## src/rtl/giraffe_uart_packer_if.sv

```systemverilog
// Packer-side bundle of ADC capture inputs, UART handshake and status flags.
// drop_cnt exists only when GIRAFFE_PACKER_DROPCNT_EN is defined.
interface giraffe_uart_packer_if #(
    parameter int N_BIT  = 6,
    parameter int N_DATA = 8,
    parameter int N_CH   = 2
);
    logic [N_CH-1:0]   adc_ack;
    logic [N_BIT-1:0]  dout_adc;
    logic              uart_rdy;
    logic              wreq;
    logic [N_DATA-1:0] wdata;
    logic              fifo_full;
    logic              ovf;
`ifdef GIRAFFE_PACKER_DROPCNT_EN
    logic [7:0]        drop_cnt;

    modport master (
        input  adc_ack, dout_adc, uart_rdy,
        output wreq, wdata, fifo_full, ovf, drop_cnt
    );
    modport slave (
        output adc_ack, dout_adc, uart_rdy,
        input  wreq, wdata, fifo_full, ovf, drop_cnt
    );
`else
    modport master (
        input  adc_ack, dout_adc, uart_rdy,
        output wreq, wdata, fifo_full, ovf
    );
    modport slave (
        output adc_ack, dout_adc, uart_rdy,
        input  wreq, wdata, fifo_full, ovf
    );
`endif
endinterface

```

## src/rtl/giraffe_uart_packer.sv

```systemverilog
// Captures tagged ADC results into a FIFO and frames them as UART bytes (MSB byte first).
// Optional saturating drop counter enabled by GIRAFFE_PACKER_DROPCNT_EN.
module giraffe_uart_packer #(
    parameter int N_BIT      = 6,
    parameter int N_DATA     = 8,
    parameter int N_CH       = 2,
    parameter int TAG_W      = 2,
    parameter int FIFO_DEPTH = 4
) (
    input  logic                  clk,
    input  logic                  nrst,
    giraffe_uart_packer_if.master bus
);
    localparam int W     = TAG_W + N_BIT;
    localparam int NB    = (W + N_DATA - 1) / N_DATA;
    localparam int FW    = NB * N_DATA;
    localparam int PTR_W = (FIFO_DEPTH > 1) ? $clog2(FIFO_DEPTH) : 1;
    localparam int CNT_W = PTR_W + 1;
    localparam int BC_W  = (NB > 1) ? $clog2(NB) : 1;

    typedef enum logic [2:0] {
        ST_IDLE = 3'd0,
        ST_LOAD = 3'd1,
        ST_SEND = 3'd2,
        ST_GAP  = 3'd3,
        ST_WAIT = 3'd4
    } state_t;

    logic [N_CH-1:0]   ack_d_r;
    logic [N_CH-1:0]   rise_s;
    logic              event_s;
    logic [TAG_W-1:0]  chan_s;

    logic [W-1:0]      mem_r [FIFO_DEPTH];
    logic [PTR_W-1:0]  wr_ptr_r;
    logic [PTR_W-1:0]  rd_ptr_r;
    logic [CNT_W-1:0]  count_r;
    logic [CNT_W-1:0]  count_nxt_s;
    logic              full_s;
    logic              empty_s;
    logic              push_s;
    logic              pop_s;
    logic              drop_s;
    logic [FW-1:0]     head_ext_s;

    state_t            state_r;
    state_t            state_nxt_s;
    logic [FW-1:0]     shreg_r;
    logic [FW-1:0]     shreg_nxt_s;
    logic [BC_W-1:0]   bcnt_r;
    logic [BC_W-1:0]   bcnt_nxt_s;
    logic              gap_r;
    logic              gap_nxt_s;

    logic              wreq_r;
    logic [N_DATA-1:0] wdata_r;
    logic              fifo_full_r;
    logic              ovf_r;

    // Rising-edge detect; highest newly asserted channel wins the tag
    always_comb begin
        rise_s  = bus.adc_ack & ~ack_d_r;
        event_s = |rise_s;
        chan_s  = '0;
        for (int i = 0; i < N_CH; i++) begin
            if (rise_s[i]) begin
                chan_s = TAG_W'(i);
            end else begin
                chan_s = chan_s;
            end
        end
    end

    // FIFO control; a pop on the same edge frees a slot for a push into a full FIFO
    always_comb begin
        full_s  = (count_r == CNT_W'(FIFO_DEPTH));
        empty_s = (count_r == '0);
        pop_s   = (state_r == ST_LOAD) && !empty_s;
        push_s  = event_s && (!full_s || pop_s);
        drop_s  = event_s && full_s && !pop_s;
        case ({push_s, pop_s})
            2'b10:   count_nxt_s = count_r + CNT_W'(1);
            2'b01:   count_nxt_s = count_r - CNT_W'(1);
            default: count_nxt_s = count_r;
        endcase
        head_ext_s           = '0;
        head_ext_s[W-1:0]    = mem_r[rd_ptr_r];
    end

    // Acknowledge history register
    always_ff @(posedge clk or negedge nrst) begin
        if (!nrst) begin
            ack_d_r <= '0;
        end else begin
            ack_d_r <= bus.adc_ack;
        end
    end

    // FIFO storage, pointers and occupancy
    always_ff @(posedge clk or negedge nrst) begin
        if (!nrst) begin
            for (int i = 0; i < FIFO_DEPTH; i++) begin
                mem_r[i] <= '0;
            end
            wr_ptr_r <= '0;
            rd_ptr_r <= '0;
            count_r  <= '0;
        end else begin
            if (push_s) begin
                mem_r[wr_ptr_r] <= {chan_s, bus.dout_adc};
                wr_ptr_r        <= wr_ptr_r + PTR_W'(1);
            end
            if (pop_s) begin
                rd_ptr_r <= rd_ptr_r + PTR_W'(1);
            end
            count_r <= count_nxt_s;
        end
    end

    // Framing FSM next-state and datapath
    always_comb begin
        state_nxt_s = state_r;
        shreg_nxt_s = shreg_r;
        bcnt_nxt_s  = bcnt_r;
        gap_nxt_s   = gap_r;
        case (state_r)
            ST_IDLE: begin
                if (!empty_s && bus.uart_rdy) begin
                    state_nxt_s = ST_LOAD;
                end else begin
                    state_nxt_s = ST_IDLE;
                end
            end
            ST_LOAD: begin
                shreg_nxt_s = head_ext_s;
                bcnt_nxt_s  = BC_W'(NB - 1);
                state_nxt_s = ST_SEND;
            end
            ST_SEND: begin
                gap_nxt_s   = 1'b0;
                state_nxt_s = ST_GAP;
            end
            // Two dead cycles let the UART drop its ready before it is sampled
            ST_GAP: begin
                if (gap_r) begin
                    gap_nxt_s   = 1'b0;
                    state_nxt_s = ST_WAIT;
                end else begin
                    gap_nxt_s   = 1'b1;
                    state_nxt_s = ST_GAP;
                end
            end
            ST_WAIT: begin
                if (bus.uart_rdy) begin
                    if (bcnt_r != '0) begin
                        shreg_nxt_s = shreg_r << N_DATA;
                        bcnt_nxt_s  = bcnt_r - BC_W'(1);
                        state_nxt_s = ST_SEND;
                    end else begin
                        state_nxt_s = ST_IDLE;
                    end
                end else begin
                    state_nxt_s = ST_WAIT;
                end
            end
            default: begin
                state_nxt_s = ST_IDLE;
            end
        endcase
    end

    // FSM state, shift register and byte counter
    always_ff @(posedge clk or negedge nrst) begin
        if (!nrst) begin
            state_r <= ST_IDLE;
            shreg_r <= '0;
            bcnt_r  <= '0;
            gap_r   <= 1'b0;
        end else begin
            state_r <= state_nxt_s;
            shreg_r <= shreg_nxt_s;
            bcnt_r  <= bcnt_nxt_s;
            gap_r   <= gap_nxt_s;
        end
    end

    // Registered outputs; wdata is only refreshed when a byte is launched
    always_ff @(posedge clk or negedge nrst) begin
        if (!nrst) begin
            wreq_r      <= 1'b0;
            wdata_r     <= '0;
            fifo_full_r <= 1'b0;
            ovf_r       <= 1'b0;
        end else begin
            wreq_r      <= (state_nxt_s == ST_SEND);
            if (state_nxt_s == ST_SEND) begin
                wdata_r <= shreg_nxt_s[FW-1 -: N_DATA];
            end
            fifo_full_r <= (count_nxt_s == CNT_W'(FIFO_DEPTH));
            ovf_r       <= ovf_r | drop_s;
        end
    end

    assign bus.wreq      = wreq_r;
    assign bus.wdata     = wdata_r;
    assign bus.fifo_full = fifo_full_r;
    assign bus.ovf       = ovf_r;

`ifdef GIRAFFE_PACKER_DROPCNT_EN
    logic [7:0] drop_cnt_r;

    // Saturating count of dropped samples
    always_ff @(posedge clk or negedge nrst) begin
        if (!nrst) begin
            drop_cnt_r <= 8'd0;
        end else if (drop_s && (drop_cnt_r != 8'hFF)) begin
            drop_cnt_r <= drop_cnt_r + 8'd1;
        end
    end

    assign bus.drop_cnt = drop_cnt_r;
`endif

endmodule

```

## src/flat_wrapper.sv

```systemverilog
// flat-port wrapper written by rule: the top's interface ports become plain ports
module giraffe_uart_packer_flat 
#(
    parameter int N_BIT      = 6,
    parameter int N_DATA     = 8,
    parameter int N_CH       = 2,
    parameter int TAG_W      = 2,
    parameter int FIFO_DEPTH = 4
)
  (clk, nrst, bus_adc_ack, bus_dout_adc, bus_uart_rdy, bus_wreq, bus_wdata, bus_fifo_full, bus_ovf);
  giraffe_uart_packer_if #(.N_BIT(N_BIT), .N_DATA(N_DATA), .N_CH(N_CH)) bus_i ();
  input  logic clk;
  input  logic nrst;
  input wire logic [$bits(bus_i.adc_ack)-1:0] bus_adc_ack;
  input wire logic [$bits(bus_i.dout_adc)-1:0] bus_dout_adc;
  input wire logic [$bits(bus_i.uart_rdy)-1:0] bus_uart_rdy;
  output wire logic [$bits(bus_i.wreq)-1:0] bus_wreq;
  output wire logic [$bits(bus_i.wdata)-1:0] bus_wdata;
  output wire logic [$bits(bus_i.fifo_full)-1:0] bus_fifo_full;
  output wire logic [$bits(bus_i.ovf)-1:0] bus_ovf;
  assign bus_i.adc_ack = bus_adc_ack;
  assign bus_i.dout_adc = bus_dout_adc;
  assign bus_i.uart_rdy = bus_uart_rdy;
  assign bus_wreq = bus_i.wreq;
  assign bus_wdata = bus_i.wdata;
  assign bus_fifo_full = bus_i.fifo_full;
  assign bus_ovf = bus_i.ovf;
  giraffe_uart_packer #(.N_BIT(N_BIT), .N_DATA(N_DATA), .N_CH(N_CH), .TAG_W(TAG_W), .FIFO_DEPTH(FIFO_DEPTH)) u_core (.clk(clk), .nrst(nrst), .bus(bus_i));
endmodule
```

## config.mk

```make
export PLATFORM = sky130hd
export DESIGN_NAME = giraffe_uart_packer_flat
export DESIGN_NICKNAME = d
export VERILOG_FILES = /design/src/rtl/giraffe_uart_packer_if.sv /design/src/rtl/giraffe_uart_packer.sv /design/src/flat_wrapper.sv
export SDC_FILE = /design/constraint.sdc
export NUM_CORES = 1
export LEC_CHECK = 0
export CAP_MARGIN = 20
export CORE_MARGIN = 5
export CORE_UTILIZATION = 56
export DETAILED_ROUTE_END_ITERATION = 6
export HOLD_SLACK_MARGIN = 0.03
export PLACE_DENSITY = 0.85
export SLEW_MARGIN = 20
export SYNTH_ARGS = -nofsm -noshare
export SYNTH_HDL_FRONTEND = slang
export SYNTH_SLANG_ARGS = --single-unit
```

## constraint.sdc

```tcl
create_clock -name clk -period 3.6 [get_ports clk]
set_clock_uncertainty 0.05 [all_clocks]
set_input_delay 0.72 -clock clk [delete_from_list [all_inputs] [get_ports clk]]
set_output_delay 0.72 -clock clk [all_outputs]
set_load 0.05 [all_outputs]
```

==> Yosys cells after proc, flatten, opt, wreduce, memory -nomap -nowiden <==
Cells that the tools add are included.
{ "word_totals": {"inputBits": 11, "regBits": 65} }
{ "op_classes": {"bitwise": 5, "n_lt_le_gt_ge": 3, "eq_ne": 10, "addsub": 5, "n_reduce_logical": 16, "mux": 21} }
{ "op_table": {"columns": ["operator", "n"], "rows": [
  ["$mux 8", 5],
  ["$bwmux 32", 1],
  ["$bmux 8 s2", 1],
  ["$demux 8 s2", 1],
  ["$pmux 8 s2", 1],
  ["$pmux 3 s5", 1],
  ["$eq 3x2->1 const B", 3],
  ["$eq 3x3->1 const B", 3],
  ["$ge 3x3->1 const B", 2],
  ["$logic_and 1x1->1", 6],
  ["$logic_not 3->1", 2],
  ["$mux 3", 2],
  ["$not 2->3", 2],
  ["$pmux 3 s2", 1],
  ["$mux 1", 5],
  ["$add 2x1->2 const B", 2],
  ["$pmux 1 s2", 2],
  ["$reduce_bool 2->1", 2],
  ["$add 3x1->3 const B", 1],
  ["$eq 3x1->1 const B", 1],
  ["$logic_not 1->1", 3],
  ["$lt 3x1->1 const B", 1],
  ["$sub 3x1->3 const B", 1],
  ["$and 2x2->2", 1],
  ["other kinds (10)", 10]
]} }

==> Depth between registers and ports, before layout <==
Gate-level depths: netlist (run 1).
{ "depth": {"ltp_word": 8, "mapped_depth": 10, "depth_no_buf": 8} }

==> Worst setup path after synthesis (run 1) <==
No wires, ideal clock.
{ "synth_timing": {"path_type": "reg2reg", "start": "reg u_core.state_r[1]", "end": "reg u_core.fifo_full_r, in the netlist u_core.bus.fifo_full", "period_less_slack_ps": 2713, "path_slack_ps": 887, "stages_incl_launch_ff": 11, "path_buffers": 2, "t_required_ps": 3419, "setup_time_ps": 131, "arrival_time_ps": 2532, "cell_sequence": "dfrtp_1 or3b_1 buf_2 clkbuf_1 nor2_1 nand2_1 fa_1 nor3b_1 a211oi_1 a21boi_1 o22ai_1"} }
{ "synth_via": {"elab_chain_cells": 7, "elab_cells_between_ends": 8, "cone_classes": "eq/ne: 4; mux: 1; reduce/logical: 3"} }
{ "synth_rtl": {"columns": ["item", "line_no", "source"], "rows": [
  ["start, declared", "giraffe_uart_packer.sv:46", "state_t state_r;"],
  ["start signal, assigned", "giraffe_uart_packer.sv:180", "state_r <= state_nxt_s;"],
  ["$eq 3x1->1 (*)", "giraffe_uart_packer.sv:78", "pop_s = (state_r == ST_LOAD) && !empty_s;"],
  ["$logic_and 1x1->1 (*)", "giraffe_uart_packer.sv:78", null],
  ["$logic_or 1x1->1", "giraffe_uart_packer.sv:79", "push_s = event_s && (!full_s || pop_s);"],
  ["$logic_and 1x1->1", "giraffe_uart_packer.sv:79", null],
  ["$eq 2x1->1 / $eq 2x2->1 (equally long branches)", "giraffe_uart_packer.sv:81", "case ({push_s, pop_s})"],
  ["$pmux 3 s2 (*)", "giraffe_uart_packer.sv:81", null],
  ["$eq 3x3->1 (*)", "giraffe_uart_packer.sv:199", "fifo_full_r <= (count_nxt_s == CNT_W'(FIFO_DEPTH));"],
  ["end signal, assigned", "giraffe_uart_packer.sv:199", null],
  ["end, declared", "giraffe_uart_packer.sv:57", "logic fifo_full_r;"]
]} }
Every way passes the cells marked *; elsewhere a longest branch is shown, timed or not.
A chain may end at the register's enable or synchronous reset.

==> Worst setup path after layout (run 1) <==
{ "layout_timing": {"start": "in bus_adc_ack[1]", "end": "reg u_core.fifo_full_r, in the netlist u_core.bus.fifo_full"} }
{ "layout_via": {"elab_chain_cells": 6, "elab_cells_between_ends": 7, "cone_classes": "eq/ne: 3; mux: 1; bitwise: 1; reduce/logical: 2"} }
{ "layout_rtl": {"columns": ["item", "line_no", "source"], "rows": [
  ["start, declared", "flat_wrapper.sv:14", "input wire logic [$bits(bus_i.adc_ack)-1:0] bus_adc_ack;"],
  ["$and 2x2->2 (*)", "giraffe_uart_packer.sv:62", "rise_s = bus.adc_ack & ~ack_d_r;"],
  ["$reduce_or 2->1 (*)", "giraffe_uart_packer.sv:63", "event_s = |rise_s;"],
  ["$logic_and 1x1->1 (*)", "giraffe_uart_packer.sv:79", null],
  ["$eq 2x1->1 / $eq 2x2->1 (equally long branches)", "giraffe_uart_packer.sv:81", null],
  ["$pmux 3 s2 (*)", "giraffe_uart_packer.sv:81", null],
  ["$eq 3x3->1 (*)", "giraffe_uart_packer.sv:199", null]
]} }
Marks and branches as above.

==> results of run 1 <==
[per-layer routing]
layer,vias up,wire (um),share of wire (%)
met4,0,97,2.2
met5,-,0,0
met2,30,2130,49
li1,701,-,-
met3,7,189,4.4
met1,732,1930,44
[area by class of cell]
cell class	count	area share [%]
multi-input combinational	124	40.3
clock buffer	6	2.86
tap	52	2.25
inverter	6	0.781
clock inverter	2	0.520
sequential	52	45.1
timing repair buffer	25	8.15
[flip-flops by register name, indices dropped and copies added, names as in the netlist]
signal                count
u_core.wr_ptr_r           2
u_core.bus.fifo_full      1
u_core.state_r            3
u_core.bus.wreq           1
u_core.ack_d_r            2
u_core.bus.wdata          8
u_core.gap_r              1
u_core.mem_r             28
u_core.bus.ovf            1
u_core.count_r            3
u_core.rd_ptr_r           2
[cell usage after synthesis, drive strengths merged, types with 2 or more instances]
cell,count
a2111oi,2
a21oi,4
buf,4
clkbuf,4
dfrtp,52
ha,4
inv,5
mux2,29
mux4,7
nand2,38
nand2b,2
nor2,5
nor2b,2
nor3,4
nor3b,2
o21ai,5
xnor2,3
[through the flow]
step	setup slack [ns]	std cells
finish	0.592	267
global route	0.450	267
CTS	0.603	267
detailed placement	0.262	259
global placement	0.492	259
floorplan	0.887	190
[critical path: cells and delay by family]
| family | cells | cell delay (ns) |
|---|---|---|
| AOI/OAI and AO/OA | 4 | 0.91 |
| and+or+nand+nor | 3 | 0.60 |
| adders and majority gates | 1 | 0.52 |
| buffers and inverters | 1 | 0.43 |
[placed cells by master (no fill, tap or decap), types with 4 or more instances in the layout]
master	n
dfrtp_1	52
nand2_1	34
mux2_4	28
clkdlybuf4s50_1	20
mux4_2	7
clkbuf_8	6
nor2_1	5
inv_1	5
o21ai_0	5
a21oi_1	4
nand2_8	4
ha_1	4
buf_4	4
[report_power, final]
group	internal (mW)	switching [mW]
logic	0.647	0.579
clock network	0.156	0.192
registers	0.852	0.222
total	1.66	0.993
[path summary, 6_finish.rpt]
path	from	endpoint	slack, ns	cells past startpoint
worst max-delay path	bus_adc_ack[1]	u_core.bus.fifo_full$_DFF_PN0_	0.59	9
max in group asynchronous	nrst	u_core.bus.wdata[7]$_DFFE_PN0P_	2.36	2
worst max register to register	u_core.state_r[1]$_DFF_PN0_	u_core.bus.fifo_full$_DFF_PN0_	0.83	8
worst min register to register	u_core.state_r[2]$_DFF_PN0_	u_core.state_r[0]$_DFF_PN0_	0.41	1
worst min-delay path	nrst	u_core.wr_ptr_r[1]$_DFFE_PN0P_	0.39	1
min in group clk	u_core.state_r[2]$_DFF_PN0_	u_core.state_r[0]$_DFF_PN0_	0.41	1
[kinds of logic (layout without fill, tap and decap cells)]
kind of cell / after synthesis / count (layout) / synth area share, %
muxes: 36 / 36 / 23.2
adders and majority gates: 5 / 5 / 2.76
xor gates and xnor gates: 4 / 4 / 1.38
buffers and inverters: 14 / 39 / 2.81
and+or+nand+nor: 60 / 60 / 13.7
AOI/OAI and AO/OA: 19 / 19 / 4.79
DFF: 52 / 52 / 51.3
==> reports/results.ini, run 1 <==
[power_and_ir_drop]
power_density_nw_per_um2=918
p_leak_nw=1.33
p_total_mw=2.65
peakVddDrop_v=0.000330

[sta]
drv_slew=0
slew-limit-headroom_pct=54.9
fmax_ghz=0.332
worstMarginPinSlew_ns=0.676
final.setup.tns_ns=0
fin_hold_ws_ns=0.391
finalCritPeriodShare_pct=83.6
period_minus_slack_ns=3.01
hold_violations=0
setup_violations=0
rsz0062_at_grt=no

[floorplanning]
core_um2=4380
initial_utilization_pct=57.8
dieArea_um2=5970
die_y_um=77.3
rows=24
io_pins=22
die_w_um=77.3

[synth]
yosysTopAreaCell=dfrtp_1
synth.net_count=206
synthTopCellsByArea=dfrtp_1 (51%), mux2_4 (17%), mux4_2 (6.2%), nand2_1 (5.0%), nand2_8 (3.2%)
synthesis.instances=190
ys_ff_latch=52
synthDistinctLibCells=40
avgSynthCellArea_um2=13.3
synth-edff-count=0
seq_area_frac_synth_pct=51.3
synthArstFlopShare_pct=100
ys_warn_count=0
yosys_most_used_dff=dfrtp_1
synth_top_area_share_pct=51.3
syn_area_um2=2540

[final_layout]
area_delta_synth_final_pct=13.8
final.fill_count=312
fin_nets=230
regArea_um2=1300
stdcell_area_um2=2890
n_antenna_cell=0
utilization_pct=65.8
drive_above_1_share_pct=26.0
multiInputGateArea_um2=1160

[clock_network]
cts_tree=yes
cts_setup_buffers=0
cts_sinks=52
clk_pin_slew_worst_paths_ns=0.09
cts_buffers=5
cts_hold_buf=0
cts_root_buffer=clkbuf_8
clockBufferDepth=2
htree_levels=2
clk_latency_ns=0.31
ctsResizeCount=0

[critical_path]
start_kind=input pin
cp_data_required_time_ns=3.78
worstSetupEndpointType=flip-flop
critPathSlowestCell=fa_1
worstPathMaxFanout=7
crit_type=input pin to flip-flop
worstPathCellList=clkdlybuf4s50_1, nor2b_1, nor2_1, nand2_1, fa_1, a2111oi_0, a211oi_1, a21boi_1, o22ai_1
critPathMaxStageDelay_ns=0.52
crit_arrival_ns=3.19

[min_path]
hp-class=input pin to async pin

[global_routing]
met3_usage_pct=4.10
grt.busiest_layer=met2
grt_util_met2_pct=24.9
grt_pass1_vias=1499
grt_max_degree=31
grt_usage_pct=15.9
grt_pass1_wl_um=7530
overflow=0
antenna_found_initial=0
grt_use_met1_pct=21.2

[drt]
drt_wl_total_um=4340
viasPerCell=5.51
num_vias=1470
drtAntennaViolNets=0
wl_per_cell_um=16.3
drc=0
drtIter0Drc=62
drt-pass1-iter-count=4

[flow_run]
max_cap_viol_count=0

[place]
dpl-instance-area_um2=2790
port_buffers=21
dpl.hpwl_um=3030
globalplace.congestion=0.891

[status]
status=completed

No activity file was read; power rests on OpenSTA's default activity.
==> inputs of run 2 (changes only) <==
--- a/config.mk
+++ b/config.mk
@@ -7,10 +7,10 @@
 export LEC_CHECK = 0
 export CAP_MARGIN = 20
 export CORE_MARGIN = 5
-export CORE_UTILIZATION = 56
+export CORE_UTILIZATION = 51
 export DETAILED_ROUTE_END_ITERATION = 6
 export HOLD_SLACK_MARGIN = 0.03
-export PLACE_DENSITY = 0.85
+export PLACE_DENSITY = 0.82
 export SLEW_MARGIN = 20
 export SYNTH_ARGS = -nofsm -noshare
 export SYNTH_HDL_FRONTEND = slang
==> constraint.sdc (replaced) <==
create_clock -name clk -period 2.7 [get_ports clk]
set_clock_uncertainty 0.05 [all_clocks]
set_input_delay 0.54 -clock clk [delete_from_list [all_inputs] [get_ports clk]]
set_output_delay 0.54 -clock clk [all_outputs]
set_load 0.05 [all_outputs]
==> run 2 against run 1 <==
First-iteration DRC count increased by 63%; utilization decreased by 4.8 points; sequential power rose by 34%; worst hold slack worse by 0.12 ns; wire length decreased by 3.5%.
==> reports/results.ini, run 2 (synthesized netlist as in run 1, its figures left out) <==
[final_layout]
regMostFlops=u_core.mem_r
n_antenna_cell=0  ; unchanged
largest_reg_flops=28  ; unchanged
utilization_pct=61.0  ; -4.8 points
final_common_cell=dfrtp_1
mostFrequentLayoutCells=dfrtp_1 (52), nand2_1 (34), mux2_4 (28)
fin_nets=234  ; +1.7%
drive_above_1_share_pct=27.5  ; +1.5 points
area_delta_synth_final_pct=15.2

[drt]
drt-pass1-iter-count=4  ; unchanged
drtAntennaViolNets=0  ; unchanged
drc=0  ; unchanged
drtIter0Drc=101  ; +63%
viasPerCell=5.19  ; -5.8%
drt_wl_total_um=4190  ; -3.5%
num_vias=1478  ; +0.54%
wl_per_cell_um=14.7  ; -9.6%

[global_routing]
grt_pass1_wl_um=7250  ; -3.7%
overflow=0  ; unchanged
grt_usage_pct=14.6  ; -1.4 points
antenna_found_initial=0  ; unchanged
grt_max_degree=53  ; +71%
grt_pass1_vias=1524  ; +1.7%

[status]
status=completed

[sta]
fin_hold_ws_ns=0.272  ; -0.120 ns
slew-limit-headroom_pct=57.8  ; +2.9 points
rsz0062_at_grt=no
period_minus_slack_ns=2.56
setup_ws_ns=0.138  ; -0.453 ns
setup_violations=0  ; unchanged
drv_slew=0  ; unchanged
final.setup.tns_ns=0  ; unchanged
fmax_ghz=0.390
finalCritPeriodShare_pct=94.9
hold_violations=0  ; unchanged
worstMarginPinSlew_ns=0.632  ; -0.0435 ns

[critical_path]
worstSetupEndpointType=flip-flop
worstPathCellList=or3b_1, nor2_2, nand2_1, fa_1, nor3b_1, a211oi_1, a21boi_1, o22ai_1
critPathSlowestCell=fa_1
crit_arrival_ns=2.70  ; -0.49 ns
worstPathMaxFanout=6  ; -1
reg2reg_depth=8  ; unchanged
worstReg2RegEnd=u_core.bus.fifo_full$_DFF_PN0_
r2r_slack_ns=0.14  ; -0.69 ns
cp_top_family=simple AND/OR/NAND/NOR gates
path_buf_inv=0  ; -1
cp_data_required_time_ns=2.84  ; -0.94 ns
critPathMaxStageDelay_ns=0.50  ; -0.02 ns
start_kind=flip-flop
crit_type=flip-flop to flip-flop
r2r-start=u_core.state_r[1]$_DFF_PN0_

[power_and_ir_drop]
power_density_nw_per_um2=1190  ; +30%
p_total_mw=3.49  ; +32%
p_leak_nw=1.35  ; +1.1%
peakVddDrop_v=0.000438  ; +33%

[clock_network]
cts_buffers=5  ; unchanged
clk_latency_ns=0.31  ; about the same
cts_root_buffer=clkbuf_8
cts_sinks=52  ; unchanged
cts_hold_buf=0  ; unchanged
cts_tree=yes
cts_setup_buffers=0  ; unchanged
clk_pin_slew_worst_paths_ns=0.09  ; about the same
htree_levels=2  ; unchanged
clockBufferDepth=2  ; unchanged

[place]
port_buffers=21  ; unchanged
globalplace.congestion=0.818  ; -8.2%
post-place-ws_ns=-0.0548  ; -0.317 ns
dpl.hpwl_um=2890  ; -4.4%

[floorplanning]
die_w_um=80.5  ; +4.2%
die_y_um=80.5  ; +4.2%
initial_utilization_pct=53.0  ; -4.9 points
io_pins=22  ; unchanged
rows=25  ; +4.2%
core_um2=4790  ; +9.2%
dieArea_um2=6480  ; +8.5%

[flow_run]
max_cap_viol_count=0  ; unchanged

[min_path]
hp-class=input pin to async pin

[run 2: cell types whose count changed in the layout (fill, tap and decap cells not counted), sizes merged]
cell      delta
clkbuf       -1
clkinv       +1
clkinvlp     -1
buf          +4
[run 2: worst max-delay path by stage]
stage	start	end	slack [ns]	cells past startpoint
final	u_core.state_r[1]$_DFF_PN0_	u_core.bus.fifo_full$_DFF_PN0_	0.14	8
after global routing	u_core.state_r[1]$_DFF_PN0_	u_core.bus.fifo_full$_DFF_PN0_	0.01	8
after CTS	u_core.state_r[1]$_DFF_PN0_	u_core.bus.fifo_full$_DFF_PN0_	0.16	8
after detailed placement	bus_adc_ack[1]	u_core.bus.fifo_full$_DFF_PN0_	-0.05	9
after global placement	bus_adc_ack[1]	u_core.bus.fifo_full$_DFF_PN0_	-0.002	9
after floorplan	u_core.state_r[1]$_DFF_PN0_	u_core.bus.fifo_full$_DFF_PN0_	0.03	10
[run 2: area by class of cell]
| class | instances | area [um^2] |
|---|---|---|
| inverter | 6 | 22.5 |
| sequential | 52 | 1300 |
| clock inverter | 2 | 12.5 |
| tap | 67 | 83.8 |
| timing repair buffer | 29 | 265 |
| fill | 364 | 1860 |
| multi-input combinational | 124 | 1170 |
| clock buffer | 5 | 68.8 |
[run 2: report_power, final]
part	internal, mW	leakage [nW]	switching [mW]
logic	0.869	0.674	0.769
clock network	0.176	0.0400	0.250
registers	1.14	0.632	0.291
[run 2: stage by stage]
stage / instance area (um^2) / std cells
after global routing: 2920 / 285
after detailed placement: 2840 / 278
after global placement: 2840 / 278
after CTS: 2920 / 285
after floorplan: 2540 / 190
final: 2920 / 285
[run 2: metal layers]
| metal | GRT usage (%) | up-vias | part of all wire (%) |
|---|---|---|---|
| met5 | 0 | - | 0 |
| met4 | 5.24 | 0 | 1.7 |
| met3 | 3.36 | 7 | 3.2 |
| met2 | 23.1 | 28 | 48 |
| met1 | 19.6 | 729 | 47 |
| li1 | - | 714 | - |
[run 2: what timing repair did]
| item | 4_1_cts | 5_1_grt |
|---|---|---|
| gates resized for setup | 0 | 1 |
| hold endpoints to repair | 0 | 0 |
| setup endpoints to repair | 0 | 1 |
